<file path="src/rtl/axis_image_frame_gen.sv">
// AXI-Stream test-pattern source: emits num_frames frames of width x height pixels, one per beat.
// First beat one cycle after an accepted start; counters and outputs hold while ready is low.
module axis_image_frame_gen #(
  parameter int DATA_BYTES = 4,
  parameter int DIM_BITS   = 12,
  parameter int FRAME_BITS = 8,
  localparam int DATA_BITS = DATA_BYTES * 8
) (
  input  logic                  clk_i,
  input  logic                  rstn_i,
  input  logic [DIM_BITS-1:0]   width_i,
  input  logic [DIM_BITS-1:0]   height_i,
  input  logic [FRAME_BITS-1:0] num_frames_i,
  input  logic [1:0]            mode_i,
  input  logic                  start_i,
  output logic                  busy_o,
  output logic                  done_o,
  output logic [DATA_BITS-1:0]  axis_m_data_o,
  output logic                  axis_m_valid_o,
  input  logic                  axis_m_ready_i,
  output logic                  axis_m_last_o,
  output logic                  axis_m_user_o
);

  localparam int PIX_BITS = 2 * DIM_BITS;

  localparam logic [1:0] S_IDLE = 2'd0;
  localparam logic [1:0] S_RUN  = 2'd1;
  localparam logic [1:0] S_FIN  = 2'd2;

  logic [1:0]            state_q, state_d;
  logic [DIM_BITS-1:0]   x_q, x_d, y_q, y_d;
  logic [DIM_BITS-1:0]   w_q, w_d, h_q, h_d;
  logic [FRAME_BITS-1:0] frame_q, frame_d, nf_q, nf_d;
  logic [PIX_BITS-1:0]   pix_q, pix_d;
  logic [1:0]            mode_q, mode_d;

  logic run, acc, last_x, last_y, last_f;

  assign run    = (state_q == S_RUN);
  assign acc    = run && axis_m_ready_i;
  assign last_x = (x_q == w_q - DIM_BITS'(1));
  assign last_y = (y_q == h_q - DIM_BITS'(1));
  assign last_f = (frame_q == nf_q - FRAME_BITS'(1));

  always_comb begin
    state_d = state_q;
    x_d     = x_q;
    y_d     = y_q;
    frame_d = frame_q;
    pix_d   = pix_q;
    w_d     = w_q;
    h_d     = h_q;
    nf_d    = nf_q;
    mode_d  = mode_q;
    case (state_q)
      S_IDLE: begin
        if (start_i) begin
          w_d     = width_i;
          h_d     = height_i;
          nf_d    = num_frames_i;
          mode_d  = mode_i;
          x_d     = '0;
          y_d     = '0;
          frame_d = '0;
          pix_d   = '0;
          // A zero dimension or frame count completes without emitting a beat.
          if (width_i == '0 || height_i == '0 || num_frames_i == '0) begin
            state_d = S_FIN;
          end else begin
            state_d = S_RUN;
          end
        end
      end
      S_RUN: begin
        if (acc) begin
          if (last_x) begin
            x_d = '0;
            if (last_y) begin
              y_d   = '0;
              pix_d = '0;
              if (last_f) begin
                state_d = S_FIN;
              end else begin
                frame_d = frame_q + FRAME_BITS'(1);
              end
            end else begin
              y_d   = y_q + DIM_BITS'(1);
              pix_d = pix_q + PIX_BITS'(1);
            end
          end else begin
            x_d   = x_q + DIM_BITS'(1);
            pix_d = pix_q + PIX_BITS'(1);
          end
        end
      end
      S_FIN:   state_d = S_IDLE;
      default: state_d = S_IDLE;
    endcase
  end

  always_ff @(posedge clk_i or negedge rstn_i) begin
    if (!rstn_i) begin
      state_q <= S_IDLE;
      x_q     <= '0;
      y_q     <= '0;
      frame_q <= '0;
      pix_q   <= '0;
      w_q     <= '0;
      h_q     <= '0;
      nf_q    <= '0;
      mode_q  <= '0;
    end else begin
      state_q <= state_d;
      x_q     <= x_d;
      y_q     <= y_d;
      frame_q <= frame_d;
      pix_q   <= pix_d;
      w_q     <= w_d;
      h_q     <= h_d;
      nf_q    <= nf_d;
      mode_q  <= mode_d;
    end
  end

  logic [DATA_BITS-1:0] pat;

  always_comb begin
    pat = '0;
    case (mode_q)
      2'd0:    pat = DATA_BITS'(pix_q);
      2'd1:    pat = DATA_BITS'(frame_q);
      2'd2:    pat = {DATA_BITS{x_q[3] ^ y_q[3]}};
      default: pat = DATA_BITS'({y_q, x_q});
    endcase
  end

  // Outputs are pure functions of registered state, so reset clears them at once.
  assign busy_o         = run;
  assign done_o         = (state_q == S_FIN);
  assign axis_m_valid_o = run;
  assign axis_m_data_o  = run ? pat : '0;
  assign axis_m_last_o  = run && last_x;
  assign axis_m_user_o  = run && (x_q == '0) && (y_q == '0);

endmodule

</file>
<file path="config.mk">
export PLATFORM = sky130hd
export DESIGN_NAME = axis_image_frame_gen
export DESIGN_NICKNAME = d
export VERILOG_FILES = /design/src/rtl/axis_image_frame_gen.sv
export SDC_FILE = /design/constraint.sdc
export NUM_CORES = 1
export LEC_CHECK = 0
export CORE_MARGIN = 3
export CORE_UTILIZATION = 57
export DETAILED_ROUTE_END_ITERATION = 8
export PLACE_DENSITY = 0.92
export SLEW_MARGIN = 20
export SYNTH_ARGS = -nofsm -noshare
export SYNTH_HDL_FRONTEND = slang
export SYNTH_SLANG_ARGS = --single-unit
</file>
<file path="constraint.sdc">
create_clock -name clk_i -period 4.2 [get_ports clk_i]
set_clock_uncertainty 0.2 [all_clocks]
set_input_delay 0.63 -clock clk_i [delete_from_list [all_inputs] [get_ports clk_i]]
set_output_delay 0.63 -clock clk_i [all_outputs]
set_load 0.01 [all_outputs]
</file>
* After elaboration in Yosys (flattened, before gate mapping)
Index checks and enable logic that the tools add are counted. W data, S select, Z words.
Operators by class: bitwise logic cells 1, mux-type cells 28, eq/ne operators 13, reduce and logical (&&, ||, !) cells 19, add/sub/neg operators 7
Operators with widths (number):
- $mux W24 | 4
- $pmux W32 S3 | 1
- $mux W12 | 6
- $logic_not A12 Y1 | 4
- $pmux W12 S2 | 2
- $pmux W24 S2 | 1
- $mux W8 | 5
- $mux W32 | 1
- $add A12 B1 Y12 const B | 2
- $add A24 B1 Y24 const B | 1
- $eq A12 B12 Y1 | 2
- $sub A12 B1 Y12 const B | 2
- $pmux W8 S2 | 1
- $mux W2 | 6
- $add A8 B1 Y8 const B | 1
- $eq A8 B8 Y1 | 1
- $logic_not A8 Y1 | 1
- $ne A2 B1 Y1 const B | 4
- $sub A8 B1 Y8 const B | 1
- $reduce_and A6 Y1 | 1
- $reduce_and A5 Y1 | 1
- $eq A2 B1 Y1 const B | 2
- $eq A2 B2 Y1 const B | 2
- $logic_and A1 B1 Y1 | 4
- 9 further kinds | 12
Word-level totals: flip-flop bits (word level) 92, output and inout port bits 37, bits of input ports 38, logic and storage cells 77

* Depth between registers and ports, before layout
Gate-level depths: netlist of run 1.
depth after elaboration 7, gate-level depth with buffers 11

* Worst setup path after synthesis of run 1
OpenSTA, ideal clock, no wires.
path kind reg2reg, start reg h_q[3], end reg y_q[10], clock period less this slack 3.104 ns, path buffers 1, setup slack 1.096 ns, setup time 0.130 ns, required time 3.870 ns, stages on the path, launching flop included 9, arrival 2.774 ns, path through dfrtp_1 or4_4 or3_4 nor4_4 nor3_2 or3_2 o31ai_2 buf_4 a21oi_1
On the way: longest elaborated chain between the ends 6
RTL lines:
- from (decl) | line 33 | logic [DIM_BITS-1:0] w_q, w_d, h_q, h_d;
- from (signal assigned) | line 110 | h_q <= '0;
- from (signal assigned) | line 120 | h_q <= h_d;
- $sub A12 B1 Y12 | line 43 | assign last_y = (y_q == h_q - DIM_BITS'(1));
- $eq A12 B12 Y1 | line 43
- $mux W12 | line 79 | if (last_y) begin
- $mux W12 | line 77 | if (last_x) begin
- $mux W12 | line 76 | if (acc) begin
- $pmux W12 S2 | line 56 | case (state_q)
- to (signal assigned) | line 116 | y_q <= y_d;
- to (decl) | line 32 | logic [DIM_BITS-1:0] x_q, x_d, y_q, y_d;
No other way between the ends. The select of a mux whose other input is x is not followed. A chain may end at the register's enable or synchronous reset.

* Final worst setup path of run 1
start reg w_q[0], end out axis_m_last_o
On the way: longest elaborated chain between the ends 3
RTL lines:
- from (decl) | line 33
- from (signal assigned) | line 119 | w_q <= w_d;
- $sub A12 B1 Y12 | line 42 | assign last_x = (x_q == w_q - DIM_BITS'(1));
- $eq A12 B12 Y1 | line 42
- $logic_and A1 B1 Y1 | line 143 | assign axis_m_last_o = run && last_x;
- to (decl) | line 21 | output logic axis_m_last_o,
No other way between the ends.

==> results of run 1 <==
-- cell type report --
class	count	area [um2]
repair buffers	85	821
clock buffers	13	159
flip-flops and latches	92	2300
fillers	796	3300
inverters	18	67.6
well taps	136	170
clock inverters	3	45.0
multi-input cells	597	3510
-- cell families after synthesis --
group,Yosys count,share of synthesized area
adder cells (fa/ha/maj),9,0.0184
multiplexers,7,0.0117
XOR/XNOR,70,0.100
AND/OR/NAND/NOR,382,0.315
buffers and inverters,68,0.0517
AO/OA/AOI/OAI,129,0.127
flip-flops,92,0.376
-- cells in the final DEF, fill, tap and decap left out, types with 3 or more instances in the layout --
cell type and count:
a21oi_1 48, a31oi_1 9, and2_1 3, and3_1 10
and3b_1 3, and4_1 4, buf_4 12, clkbuf_8 11
clkdlybuf4s50_1 73, dfrtp_1 92, ha_1 9, inv_1 18
mux2i_1 6, nand2_1 139, nand2b_1 31, nand3_1 26
nand3b_1 3, nand4_1 9, nand4b_1 4, nor2_1 72
nor2b_1 8, nor3_1 12, nor4_1 22, nor4b_1 4
o211ai_1 3, o21ai_0 35, o22ai_1 3, o31ai_1 11
or2_2 3, or3_1 4, or4_1 11, xnor2_1 35
xor2_1 35
-- worst max-delay path by stage --
stage,startpoint,endpoint,slack [ns],cells after the start
after floorplan,h_q[3]$_DFFE_PN0P_,y_q[10]$_DFFE_PN0P_,1.10,8
after global placement,axis_m_ready_i,frame_q[5]$_DFFE_PN0P_,0.87,6
after detailed placement,axis_m_ready_i,frame_q[3]$_DFFE_PN0P_,0.79,6
after CTS,w_q[0]$_DFFE_PN0P_,axis_m_last_o,0.39,8
after global routing,w_q[0]$_DFFE_PN0P_,axis_m_last_o,0.18,8
final,w_q[0]$_DFFE_PN0P_,axis_m_last_o,0.35,8
-- critical path, cell delays in order, from the launching register on --
cell	delay, ns
dfrtp_1	0.44
inv_1	0.10
ha_1	0.21
nor3b_2	0.34
and3_1	0.22
o2111ai_1	0.13
nand4bb_1	0.23
nor4_1	0.37
clkdlybuf4s50_1	0.61
-- metrics by stage --
step,worst slack [ns],instances,area [um2]
after detailed placement,0.790,928,6870
after CTS,0.395,944,7070
final,0.350,944,7070
after global routing,0.181,944,7070
after global placement,0.867,928,6870
after floorplan,1.10,757,6120
-- flip-flops by register name, summed over array words and instances (netlist names) --
name     flops
frame_q      8
h_q         12
mode_q       2
nf_q         8
pix_q       24
state_q      2
w_q         12
x_q         12
y_q         12
-- routing by layer --
metal  up-vias  routed length [um]  part of all wire  global-route usage
li1       2696                   -                 -                   -
met1      2870                6830              0.40               0.370
met2       285                8390              0.49               0.500
met3        76                1280             0.074              0.0581
met4         0                 646             0.038               0.130
met5         -                   0                 0                   0
-- where the power goes --
part | internal, mW | total (mW) | switching [mW]
clock network | 0.309 | 0.634 | 0.326
registers | 0.959 | 1.13 | 0.166
logic | 0.305 | 0.599 | 0.294
total | 1.57 | 2.36 | 0.786
==> results.json, run 1 <==
{
  "synth.most_common_cell": "nand2_1",
  "postCtsResizedCells": 0,
  "yosys-top-cells-area": "dfrtp_1 (38%), nand2_1 (8.5%), xnor2_1 (5.0%), xor2_1 (5.0%), nor2_1 (4.5%)",
  "fmax_mhz": 260,
  "holdWs_ns": 0.198,
  "crit_path_start_kind": "register",
  "hold_violations": 0,
  "diodes": 0,
  "grt_max_degree": 74,
  "num_io_pins": 75,
  "syn-mean-instance-area_um2": 8.08,
  "grt_pass1_vias": 5785,
  "holdBufCountCts": 0,
  "rows": 37,
  "syn2layout_area_growth_pct": 15.6,
  "start_util": 0.590,
  "grt_pass1_wl_um": 28000,
  "yosysSeqAreaShare": 0.376,
  "fp.dieW_um": 110,
  "h-tree-depth": 3,
  "drtAntennaViolNets": 0,
  "die_y_um": 110,
  "drt_wl_total_um": 17100,
  "period_share": 0.917,
  "status": "complete, no violations",
  "fin_nets": 850,
  "reg2reg_to": "state_q[1]$_DFFE_PN0P_",
  "drc": 0,
  "die_area_um2": 12000,
  "dr.first_iter.drc_count": 642,
  "synth-main-ff-cell": "dfrtp_1",
  "cts.clk_slew.worst_paths_ns": 0.09,
  "hp-class": "in2async",
  "power_leakage_nw": 2.99,
  "final.setup.tns_ns": 0,
  "syn-num-nets": 804,
  "rsz0062_at_grt": "false",
  "drive_above_1_share": 0.0520,
  "synth_area_um2": 6120,
  "rr_startpoint": "h_q[3]$_DFFE_PN0P_",
  "cts_tree": "done",
  "cts.sinks": 92,
  "r2r_slack_ns": 0.74,
  "r2r_cells": 8,
  "ys_seq_elements": 92,
  "yosys.area.top_type_share": 0.376,
  "cp_data_arrival_time_ns": 3.02,
  "drv_slew": 0,
  "antenna_found_initial": 0,
  "io_buffers": 74,
  "core_area_um2": 10400,
  "grt-ovfl-total": 0,
  "relSlewSlack": 0.361,
  "worst_slew_pin_slew_ns": 0.959,
  "crit_type": "reg2out",
  "min_period_ns": 3.85,
  "drv_cap": 0,
  "yosys_warnings": 0,
  "synth_area_leader_cell": "dfrtp_1",
  "synth-async-reset-ratio": 1.00,
  "fin_util": 0.682,
  "root_buffer": "clkbuf_8",
  "critPathCaptureType": "primary output",
  "dp_hpwl_um": 12100,
  "gp_congestion": 0.900,
  "finalPower_mw": 2.36,
  "synth-edff-count": 0,
  "clkLatencyLatePin_ns": 0.38,
  "critPathRequiredTime_ns": 3.37,
  "postCtsSetupBuffers": 0,
  "cts.path.max_buffers": 2,
  "setup_viol_count_final": 0,
  "vias": 5927,
  "path_max_fanout": 6,
  "grt.total_usage": 0.296,
  "first_pass_iters": 5,
  "ys_types": 64,
  "synthCells": 757,
  "power.density_nw_per_um2": 333,
  "vias_per_cell": 6.28,
  "peakVddDrop_v": 0.000236,
  "yosys-top-cells-count": "nand2_1 (139), dfrtp_1 (92), nor2_1 (73)",
  "wire_per_inst_um": 18.2,
  "numCtsBuffers": 9
}
Note: power is estimated with default switching activity, not from simulation.
==> inputs of run 2 (changes only) <==
--- a/config.mk
+++ b/config.mk
@@ -5,6 +5,7 @@
 export SDC_FILE = /design/constraint.sdc
 export NUM_CORES = 1
 export LEC_CHECK = 0
+export CAP_MARGIN = 25
 export CORE_MARGIN = 3
 export CORE_UTILIZATION = 57
 export DETAILED_ROUTE_END_ITERATION = 8
==> run 2 against run 1 <==
Total power hardly changed. First-iteration DRC count is 6.4% lower. Highest routed layer unchanged. Wire length increased by 0.51%. Clock power barely moved. Hold slack got worse by 0.19 ns. Sequential power is essentially flat.
==> results.json, run 2 (synthesis results as in run 1) <==
{
  "setup_viol_count_final": 0,
  "drc": 0,
  "critPathRequiredTime_ns": 3.37,
  "worst_path_dominant_cell_family": "simple AND/OR/NAND/NOR gates",
  "cts.path.max_buffers": 2,
  "rsz0062_at_grt": "false",
  "core_area_um2": 10400,
  "fin_nets": 851,
  "instances_no_fill": 945,
  "holdBufCountCts": 0,
  "vias_per_cell": 6.29,
  "cts.sinks": 92,
  "postCtsResizedCells": 0,
  "num_io_pins": 75,
  "cts.clk_slew.worst_paths_ns": 0.09,
  "period_share": 0.911,
  "io_buffers": 74,
  "crit_type": "reg2out",
  "crit_slowest_cell": "clkdlybuf4s50_1",
  "rows": 37,
  "drive_above_1_share": 0.0532,
  "grt-ovfl-total": 0,
  "dr.first_iter.drc_count": 601,
  "dp_hpwl_um": 12100,
  "peakVddDrop_v": 0.000236,
  "syn2layout_area_growth_pct": 16.0,
  "worst_slew_pin_slew_ns": 0.767,
  "mostFrequentLayoutCells": "nand2_1 (139), dfrtp_1 (92), clkdlybuf4s50_1 (73)",
  "cp_cell_sequence": "inv_1, ha_1, nor3b_2, and3_1, o2111ai_1, nand4bb_1, nor4_1, clkdlybuf4s50_1",
  "cp_num_buf_inv": 2,
  "diodes": 0,
  "grt_max_degree": 74,
  "antenna_found_initial": 0,
  "grt_pass1_vias": 5785,
  "regArea_um2": 2300,
  "path_max_fanout": 6,
  "fmax_mhz": 261,
  "rr_startpoint": "h_q[3]$_DFFE_PN0P_",
  "cp_data_arrival_time_ns": 3.00,
  "fp.dieW_um": 110,
  "h-tree-depth": 3,
  "drtAntennaViolNets": 0,
  "min_period_ns": 3.83,
  "drv_slew": 0,
  "relSlewSlack": 0.488,
  "die_y_um": 110,
  "status": "complete, no violations",
  "regMostFlops": "pix_q",
  "first_pass_iters": 5,
  "final.setup.tns_ns": 0,
  "critPathCaptureType": "primary output",
  "gp_congestion": 0.900,
  "hold_violations": 0,
  "drt_wl_total_um": 17200,
  "drv_cap": 0,
  "root_buffer": "clkbuf_8",
  "fillCellCount": 795,
  "power.density_nw_per_um2": 333,
  "grt_pass1_wl_um": 28000,
  "cts_tree": "done",
  "place_inst": 928,
  "die_area_um2": 12000,
  "postCtsSetupBuffers": 0,
  "largest_reg_flops": 24,
  "wire_per_inst_um": 18.2,
  "power_leakage_nw": 3.00,
  "layout_commonest_cell": "nand2_1",
  "startpoint": "w_q[0]$_DFFE_PN0P_",
  "max_stage_delay_ns": 0.61,
  "fin_util": 0.684,
  "crit_path_start_kind": "register",
  "grt.total_usage": 0.296,
  "multiInputGateArea_um2": 3510,
  "start_util": 0.590,
  "numCtsBuffers": 9,
  "hp-class": "in2async",
  "clkLatencyLatePin_ns": 0.37,
  "vias": 5943
}
## run 2: changes by cell type in the layout (fill, tap and decap cells not counted)
cell and delta:
buf_12 +1
## run 2: final cells by class
type / instances / area share
Sequential cell: 92 / 0.325
Clock buffer: 13 / 0.0224
Clock inverter: 3 / 0.00635
Timing Repair Buffer: 86 / 0.119
Tap cell: 136 / 0.0240
Inverter: 18 / 0.00952
Multi-Input combinational cell: 597 / 0.495
## run 2: worst reg2reg max path, delay by kind of cell, from the launching register on
family | cells | cell delay [ns]
AOI/OAI and AO/OA | 1 | 0.24
buffers and inverters | 1 | 0.38
DFF | 1 | 0.44
and+or+nand+nor | 6 | 2.09
## run 2: worst paths after layout
check	slack [ns]	to	depth (start not counted)
worst max register to register	0.74	pix_q[19]$_DFFE_PN0P_	8
min in group clk_i	0.32	w_q[11]$_DFFE_PN0P_	2
worst min register to register	0.32	w_q[11]$_DFFE_PN0P_	2
worst min-delay path	0.007	h_q[1]$_DFFE_PN0P_	1
max in group asynchronous	3.10	x_q[9]$_DFFE_PN0P_	2
worst max-delay path	0.37	axis_m_last_o	8
## run 2: through the flow
| stage | power, mW | hold WS, ns | setup WS, ns | cell area, um2 |
|---|---|---|---|---|
| detailed placement | 1.73 | 0.299 | 0.790 | 6870 |
| CTS | 2.35 | 0.231 | 0.395 | 7070 |
| finish | 2.36 | 0.00692 | 0.373 | 7090 |
| global placement | 1.69 | 0.290 | 0.867 | 6870 |
| global route | 2.47 | 0.0259 | 0.181 | 7090 |
| floorplan | 1.45 | 0.134 | 1.10 | 6120 |
## run 2: metal layers
metal	share of wire	wire length, um	GRT usage
met1	0.39	6730	0.370
met2	0.49	8370	0.500
met3	0.084	1450	0.0581
met4	0.039	679	0.130
met5	0	0	0
## run 2: where the power goes
group	internal [mW]	leakage (nW)	switching (mW)
clock network	0.309	0.0959	0.324
registers	0.959	1.19	0.166
logic	0.307	1.71	0.296
total	1.57	3.00	0.786
